[config.mk]
export PLATFORM = sky130hd
export DESIGN_NAME = cache_evict_buf_flat
export DESIGN_NICKNAME = d
export VERILOG_FILES = /design/src/rtl/cache_evict_buf_pkg.sv /design/src/rtl/cache_evict_buf_if.sv /design/src/rtl/cache_evict_buf_match.sv /design/src/rtl/cache_evict_buf.sv /design/src/flat_wrapper.sv
export SDC_FILE = /design/constraint.sdc
export NUM_CORES = 2
export LEC_CHECK = 0
export CORE_MARGIN = 2
export CORE_UTILIZATION = 50
export CTS_CLUSTER_DIAMETER = 60
export DETAILED_ROUTE_END_ITERATION = 12
export GPL_TIMING_DRIVEN = 0
export PLACE_DENSITY_LB_ADDON = 0.25
export REMOVE_ABC_BUFFERS = 1
export SYNTH_ARGS = -nofsm -noshare
export SYNTH_HDL_FRONTEND = slang
export SYNTH_SLANG_ARGS = --single-unit
[constraint.sdc]
create_clock -name clk -period 2.8 [get_ports clk]
set_input_delay 0.28 -clock clk [delete_from_list [all_inputs] [get_ports clk]]
set_output_delay 0.28 -clock clk [all_outputs]
set_load 0.02 [all_outputs]
[src/rtl/cache_evict_buf_pkg.sv]
// Shared constants, drain-state enum and state decode for the cache eviction buffer.
package cache_pkg;

    localparam int unsigned LINE_W         = 256;
    localparam int unsigned WORD_W         = 32;
    localparam int unsigned BEATS_PER_LINE = 8;
    localparam int unsigned OFFSET_BITS    = 5;

    typedef enum logic {
        D_IDLE  = 1'b0,
        D_BURST = 1'b1
    } drain_state_t;

    // Fixed-width ASCII name of a drain state for debug string probes.
    function automatic logic [8*7-1:0] drain_state_str(input drain_state_t s);
        return (s == D_BURST) ? "D_BURST" : "D_IDLE ";
    endfunction

endpackage

[src/rtl/cache_evict_buf_if.sv]
// Victim hand-off, allocate-path lookup and main-memory write-beat signals of the eviction buffer.
interface cache_evict_buf_if #(
    parameter int unsigned LINE_W = 256,
    parameter int unsigned WORD_W = 32,
    parameter int unsigned ADDR_W = 32
);
    localparam int unsigned LA_W = ADDR_W - cache_pkg::OFFSET_BITS;

    logic              ev_valid;
    logic              ev_ready;
    logic [LA_W-1:0]   ev_laddr;
    logic [LINE_W-1:0] ev_data;

    logic [LA_W-1:0]   lk_laddr;
    logic              lk_hit;
    logic [LINE_W-1:0] lk_data;

    logic              mm_wvalid;
    logic              mm_wready;
    logic [ADDR_W-1:0] mm_addr;
    logic [WORD_W-1:0] mm_wdata;
    logic              mm_wlast;

    modport slave (
        input  ev_valid, ev_laddr, ev_data, lk_laddr, mm_wready,
        output ev_ready, lk_hit, lk_data, mm_wvalid, mm_addr, mm_wdata, mm_wlast
    );

    modport master (
        output ev_valid, ev_laddr, ev_data, lk_laddr, mm_wready,
        input  ev_ready, lk_hit, lk_data, mm_wvalid, mm_addr, mm_wdata, mm_wlast
    );

endinterface

[src/rtl/cache_evict_buf_match.sv]
// Newest-match priority selector: finds the most recently pushed valid entry holding lk_laddr.
module evict_match #(
    parameter int unsigned DEPTH  = 2,
    parameter int unsigned LINE_W = 256,
    parameter int unsigned LA_W   = 27,
    parameter int unsigned PTR_W  = 1
) (
    input  logic [PTR_W-1:0]  wr_ptr,
    input  logic [LA_W-1:0]   lk_laddr,
    input  logic [DEPTH-1:0]  ent_valid,
    input  logic [LA_W-1:0]   ent_laddr [DEPTH],
    input  logic [LINE_W-1:0] ent_data  [DEPTH],
    output logic              lk_hit,
    output logic [LINE_W-1:0] lk_data
);

    logic [PTR_W-1:0] idx;

    // wr_ptr is the oldest slot; walking forward from it lets newer matches override older ones.
    always_comb begin
        lk_hit  = 1'b0;
        lk_data = '0;
        idx     = '0;
        for (int unsigned k = 0; k < DEPTH; k++) begin
            idx = wr_ptr + PTR_W'(k);
            if (ent_valid[idx] && (ent_laddr[idx] == lk_laddr)) begin
                lk_hit  = 1'b1;
                lk_data = ent_data[idx];
            end
        end
    end

endmodule

[src/rtl/cache_evict_buf.sv]
// Write-back eviction buffer: queues dirty victim lines and drains them in order as 8-beat bursts.
module cache_evict_buf #(
    parameter int unsigned DEPTH  = 2,
    parameter int unsigned LINE_W = cache_pkg::LINE_W,
    parameter int unsigned WORD_W = cache_pkg::WORD_W,
    parameter int unsigned ADDR_W = 32
) (
    input  logic               clk,
    input  logic               reset_n,
    cache_evict_buf_if.slave   bus,
    output logic               empty
);
    import cache_pkg::*;

    localparam int unsigned PTR_W  = $clog2(DEPTH);
    localparam int unsigned CNT_W  = PTR_W + 1;
    localparam int unsigned LA_W   = ADDR_W - OFFSET_BITS;
    localparam int unsigned BEAT_W = $clog2(BEATS_PER_LINE);
    localparam logic [BEAT_W-1:0] LAST_BEAT = BEAT_W'(BEATS_PER_LINE - 1);

    logic [DEPTH-1:0]  ent_valid;
    logic [LA_W-1:0]   ent_laddr [DEPTH];
    logic [LINE_W-1:0] ent_data  [DEPTH];
    logic [PTR_W-1:0]  wr_ptr, rd_ptr;
    logic [CNT_W-1:0]  count, count_nxt;
    logic [BEAT_W-1:0] beat;
    drain_state_t      state;
    logic              push, pop;

    assign bus.ev_ready  = (count != CNT_W'(DEPTH));
    assign push          = bus.ev_valid && bus.ev_ready;
    assign pop           = (state == D_BURST) && bus.mm_wready && (beat == LAST_BEAT);
    assign count_nxt     = count + CNT_W'(push) - CNT_W'(pop);
    assign empty         = (count == '0) && (state == D_IDLE);

    assign bus.mm_wvalid = (state == D_BURST);
    assign bus.mm_wlast  = bus.mm_wvalid && (beat == LAST_BEAT);
    assign bus.mm_addr   = bus.mm_wvalid ? {ent_laddr[rd_ptr], beat, 2'b00} : '0;
    assign bus.mm_wdata  = bus.mm_wvalid ? ent_data[rd_ptr][WORD_W*beat +: WORD_W] : '0;

    always_ff @(posedge clk or negedge reset_n) begin
        if (!reset_n) begin
            ent_valid <= '0;
            wr_ptr    <= '0;
            rd_ptr    <= '0;
            count     <= '0;
            for (int unsigned i = 0; i < DEPTH; i++) begin
                ent_laddr[i] <= '0;
                ent_data[i]  <= '0;
            end
        end else begin
            if (push) begin
                ent_valid[wr_ptr] <= 1'b1;
                ent_laddr[wr_ptr] <= bus.ev_laddr;
                ent_data[wr_ptr]  <= bus.ev_data;
                wr_ptr            <= wr_ptr + 1'b1;
            end
            if (pop) begin
                ent_valid[rd_ptr] <= 1'b0;
                rd_ptr            <= rd_ptr + 1'b1;
            end
            count <= count_nxt;
        end
    end

    // Continuing straight into the next burst on the last-beat edge avoids an idle cycle between lines.
    always_ff @(posedge clk or negedge reset_n) begin
        if (!reset_n) begin
            state <= D_IDLE;
            beat  <= '0;
        end else begin
            case (state)
                D_IDLE: begin
                    if (count != '0) begin
                        state <= D_BURST;
                        beat  <= '0;
                    end
                end
                D_BURST: begin
                    if (bus.mm_wready) begin
                        if (beat == LAST_BEAT) begin
                            beat <= '0;
                            if (count_nxt == '0) state <= D_IDLE;
                        end else begin
                            beat <= beat + 1'b1;
                        end
                    end
                end
                default: begin
                    state <= D_IDLE;
                    beat  <= '0;
                end
            endcase
        end
    end

    evict_match #(
        .DEPTH  (DEPTH),
        .LINE_W (LINE_W),
        .LA_W   (LA_W),
        .PTR_W  (PTR_W)
    ) u_match (
        .wr_ptr    (wr_ptr),
        .lk_laddr  (bus.lk_laddr),
        .ent_valid (ent_valid),
        .ent_laddr (ent_laddr),
        .ent_data  (ent_data),
        .lk_hit    (bus.lk_hit),
        .lk_data   (bus.lk_data)
    );

endmodule
[src/flat_wrapper.sv]
// flat-port wrapper written by rule: the top's interface ports become plain ports
module cache_evict_buf_flat import cache_pkg::*;
#(
    parameter int unsigned DEPTH  = 2,
    parameter int unsigned LINE_W = cache_pkg::LINE_W,
    parameter int unsigned WORD_W = cache_pkg::WORD_W,
    parameter int unsigned ADDR_W = 32
)
  (clk, reset_n, empty, bus_ev_valid, bus_ev_laddr, bus_ev_data, bus_lk_laddr, bus_mm_wready, bus_ev_ready, bus_lk_hit, bus_lk_data, bus_mm_wvalid, bus_mm_addr, bus_mm_wdata, bus_mm_wlast);
  cache_evict_buf_if #(.LINE_W(LINE_W), .WORD_W(WORD_W), .ADDR_W(ADDR_W)) bus_i ();
  input  logic clk;
  input  logic reset_n;
  output logic empty;
  input wire logic [$bits(bus_i.ev_valid)-1:0] bus_ev_valid;
  input wire logic [$bits(bus_i.ev_laddr)-1:0] bus_ev_laddr;
  input wire logic [$bits(bus_i.ev_data)-1:0] bus_ev_data;
  input wire logic [$bits(bus_i.lk_laddr)-1:0] bus_lk_laddr;
  input wire logic [$bits(bus_i.mm_wready)-1:0] bus_mm_wready;
  output wire logic [$bits(bus_i.ev_ready)-1:0] bus_ev_ready;
  output wire logic [$bits(bus_i.lk_hit)-1:0] bus_lk_hit;
  output wire logic [$bits(bus_i.lk_data)-1:0] bus_lk_data;
  output wire logic [$bits(bus_i.mm_wvalid)-1:0] bus_mm_wvalid;
  output wire logic [$bits(bus_i.mm_addr)-1:0] bus_mm_addr;
  output wire logic [$bits(bus_i.mm_wdata)-1:0] bus_mm_wdata;
  output wire logic [$bits(bus_i.mm_wlast)-1:0] bus_mm_wlast;
  assign bus_i.ev_valid = bus_ev_valid;
  assign bus_i.ev_laddr = bus_ev_laddr;
  assign bus_i.ev_data = bus_ev_data;
  assign bus_i.lk_laddr = bus_lk_laddr;
  assign bus_i.mm_wready = bus_mm_wready;
  assign bus_ev_ready = bus_i.ev_ready;
  assign bus_lk_hit = bus_i.lk_hit;
  assign bus_lk_data = bus_i.lk_data;
  assign bus_mm_wvalid = bus_i.mm_wvalid;
  assign bus_mm_addr = bus_i.mm_addr;
  assign bus_mm_wdata = bus_i.mm_wdata;
  assign bus_mm_wlast = bus_i.mm_wlast;
  cache_evict_buf #(.DEPTH(DEPTH), .LINE_W(LINE_W), .WORD_W(WORD_W), .ADDR_W(ADDR_W)) u_core (.clk(clk), .reset_n(reset_n), .bus(bus_i), .empty(empty));
endmodule
==> flow_summary.ini <==
[outcome]
status = finished, violations left
violations = negative setup slack

[die]
coreArea_um2 = 78610
pin_count = 639
die_w_um = 285.4
start_util_pct = 50.35
fp.dieH_um = 285.4
std_cell_rows = 103
die_area_um2 = 81420

[logic_synthesis]
synth_top_area_share_pct = 36.42
synth.most_common_cell = dfrtp_1
synth-edff-count = 0
async_flop_share_pct = 100.0
synth_area_leaders = dfrtp_1, mux2_2, mux4_2
avgSynthCellArea_um2 = 10.52
synthesis.instances = 3762
synth.ff_latch_count = 576
yosys_warnings = 0
yosysTopAreaCell = dfrtp_1
syn_area_um2 = 39580
synth_cell_types = 36
ys.flop_type = dfrtp_1
synth_commonest_cells = dfrtp_1, mux2_2, nand2_1, nand2b_1, clkbuf_1
seq_area_frac_synth_pct = 36.42

[clock_network]
cts_root_buffer = clkbuf_16
cts_buffers = 73
clk-insertion-delay-late_ns = 0.62
clock_path_buffers = 3
cts_tree = done
cts.htree.levels = 3
path_clk_slew_ns = 0.06
clock_sinks = 576

[place]
dp_hpwl_um = 84390
dp.cells = 5153
gp_congestion = 0.8097
port_buffers = 636
detailedPlace.worstSlack_ns = -3.429
placed_cell_area_um2 = 47740

[worst_setup_path]
critPathTopFamily = buffers and inverters
crit_fanout = 12
cpMostUsedCell = buf_12
r2r_slack_ns = -0.49
cp-end-kind = primary output
critPathKind = reg -> out
rr_worst_depth = 6
worstPathArrival_ns = 4.30
critical_path_required_ns = 2.52
startpoint_type = flip-flop
r2r_start = u_core.wr_ptr
reg2reg_to = u_core.ent_data[243]
path_buf_inv = 11
cp_slowest_cell = dfrtp_4
crit_chain = buf_16 > buf_16 > mux2i_4 > xnor2_2 > nor4_2 > buf_4 > nand4_1 > buf_6 > buf_12 > buf_12 > buf_12 > buf_12 > buf_12 > clkbuf_16 > a211oi_4 > a2bb2oi_2 > buf_6
cpPeakStageDelay_ns = 0.54

[min_path]
hold_path_class = in -> async

[power]
ir_drop_v = 0.0007972
p_leak_nw = 21.52
finalPower_mw = 60.20
power_density_nw_per_um2 = 1130

[drt]
vias = 35130
wire_per_inst_um = 27.09
drtIter0Drc = 3601
drc = 0
via_per_inst = 6.451
dr.pass1.iters = 7
routed_wl_um = 147600
ant_nets = 0

[run]
maxCapViolCount = 0

[global_routing]
grt_max_degree = 131
grt_pass1_vias = 33085
grt_pass1_wl_um = 205300
antenna_found_initial = 42
grt_usage_pct = 32.47
overflow = 0

[timing]
tns_ns = -471.41
period_needed_ns = 4.583
slew_violations = 0
holdWs_ns = 0.2223
relSlewSlack_pct = 42.74
min_period_over_period_pct = 163.7
worst_pin_slew_ns = 0.8589
clock_skew_ns = 0.01671
setup_viol = 477
layout_setup_ws_ns = -1.783
hold_viol = 0
rsz0062_at_grt = true
fmax_mhz = 218.2

[final_layout]
fin_cells = 5446
drive_above_1_share_pct = 35.51
area_growth_pct = 34.60
post-route-util_pct = 67.77
fin_nets = 4628
stdcell_area_um2 = 53270
==> metal layers <==
layer,part of all wire (%),track usage (%),vias up
li1,-,-,15005
met1,38,40.61,17831
met2,47,51.51,1755
met3,9.2,8.320,513
met4,6.3,17.87,26
met5,0.11,0,-
==> placed cells by master, fill, tap and decap left out, types with 7 or more instances in the layout <==
master / netlist / final
a2bb2oi_4: 0 / 11
buf_2: 86 / 20
clkdlybuf4s50_1: 0 / 379
a22oi_1: 256 / 256
nand2_1: 514 / 514
buf_8: 0 / 19
xnor2_1: 46 / 40
nand2b_1: 513 / 513
clkbuf_2: 0 / 68
diode_2: 0 / 31
mux4_2: 160 / 160
a211oi_1: 256 / 179
a211oi_4: 0 / 23
nor2b_1: 28 / 27
buf_6: 32 / 64
a2bb2oi_2: 0 / 100
clkbuf_8: 0 / 14
and2_1: 36 / 36
clkinv_2: 0 / 14
mux2_2: 566 / 566
mux2i_1: 80 / 70
a2bb2oi_1: 256 / 145
clkbuf_1: 260 / 13
dlymetal6s2s_1: 0 / 11
xor2_1: 13 / 13
buf_4: 2 / 172
buf_16: 0 / 60
dfrtp_1: 576 / 570
bufbuf_16: 0 / 7
buf_12: 0 / 42
clkbuf_16: 0 / 101
a211oi_2: 0 / 54
==> state kept, by name (all words and copies together), names as in the netlist <==
| signal | cells |
|---|---|
| u_core.count | 2 |
| u_core.bus.mm_wvalid | 1 |
| u_core.beat | 3 |
| u_core.ent_valid | 2 |
| u_core.wr_ptr | 1 |
| u_core.ent_laddr | 54 |
| u_core.rd_ptr | 1 |
| u_core.ent_data | 512 |
==> kinds of logic after synthesis <==
logic type / synth area share [%]
buffers and inverters: 4.777
muxes: 27.23
and+or+nand+nor: 14.57
other: 0.009475
adders and majority gates: 0.09485
xor gates and xnor gates: 1.306
DFF: 36.42
AOI/OAI and AO/OA: 15.59
==> worst max path at each step <==
| stage | startpoint | endpoint | slack, ns | cells after the start |
|---|---|---|---|---|
| finish | u_core.wr_ptr | bus_lk_data[254] | -1.78 | 17 |
| detailed placement | u_core.wr_ptr | bus_lk_data[83] | -3.43 | 14 |
| floorplan | u_core.wr_ptr | u_core.ent_data[256] | -62.21 | 2 |
| global placement | u_core.wr_ptr | u_core.ent_data[382] | -141.78 | 2 |
| global route | u_core.wr_ptr | bus_lk_data[254] | -1.83 | 17 |
| CTS | u_core.wr_ptr | bus_lk_data[52] | -1.67 | 11 |
==> layout make-up <==
class,count,area [um^2]
antenna,31,77.57
clock buffer,101,2093
clock inverter,28,284.0
fill,5701,25340
inverter,4,15.01
multi-input combinational,2779,24910
sequential,576,14440
tap,1050,1314
timing repair buffer,877,10140
==> power by group <==
| part | total [mW] | internal [mW] | switching, mW |
|---|---|---|---|
| registers | 17.6 | 12.7 | 4.92 |
| logic | 33.1 | 18.6 | 14.5 |
| clock network | 9.51 | 5.61 | 3.91 |
| total | 60.2 | 36.9 | 23.3 |
==> worst register-to-register path: stages (launching register included) <==
cell	delay, ns
dfrtp_4	0.49
buf_4	0.35
and3_4	0.81
buf_16	0.38
buf_16	0.38
buf_12	0.35
mux2_2	0.42
==> repair_timing <==
| action | CTS | global route |
|---|---|---|
| endpoints found under the setup margin | 432 | 481 |
| setup buffers | 37 | 52 |
| pin swaps | 14 | 46 |
| cloned | 15 | 29 |
| gates resized for setup | 775 | 782 |
| endpoints found under the hold margin | 57 | 0 |
| hold buffers | 1 | 0 |
(Power assumes the default switching activity.)
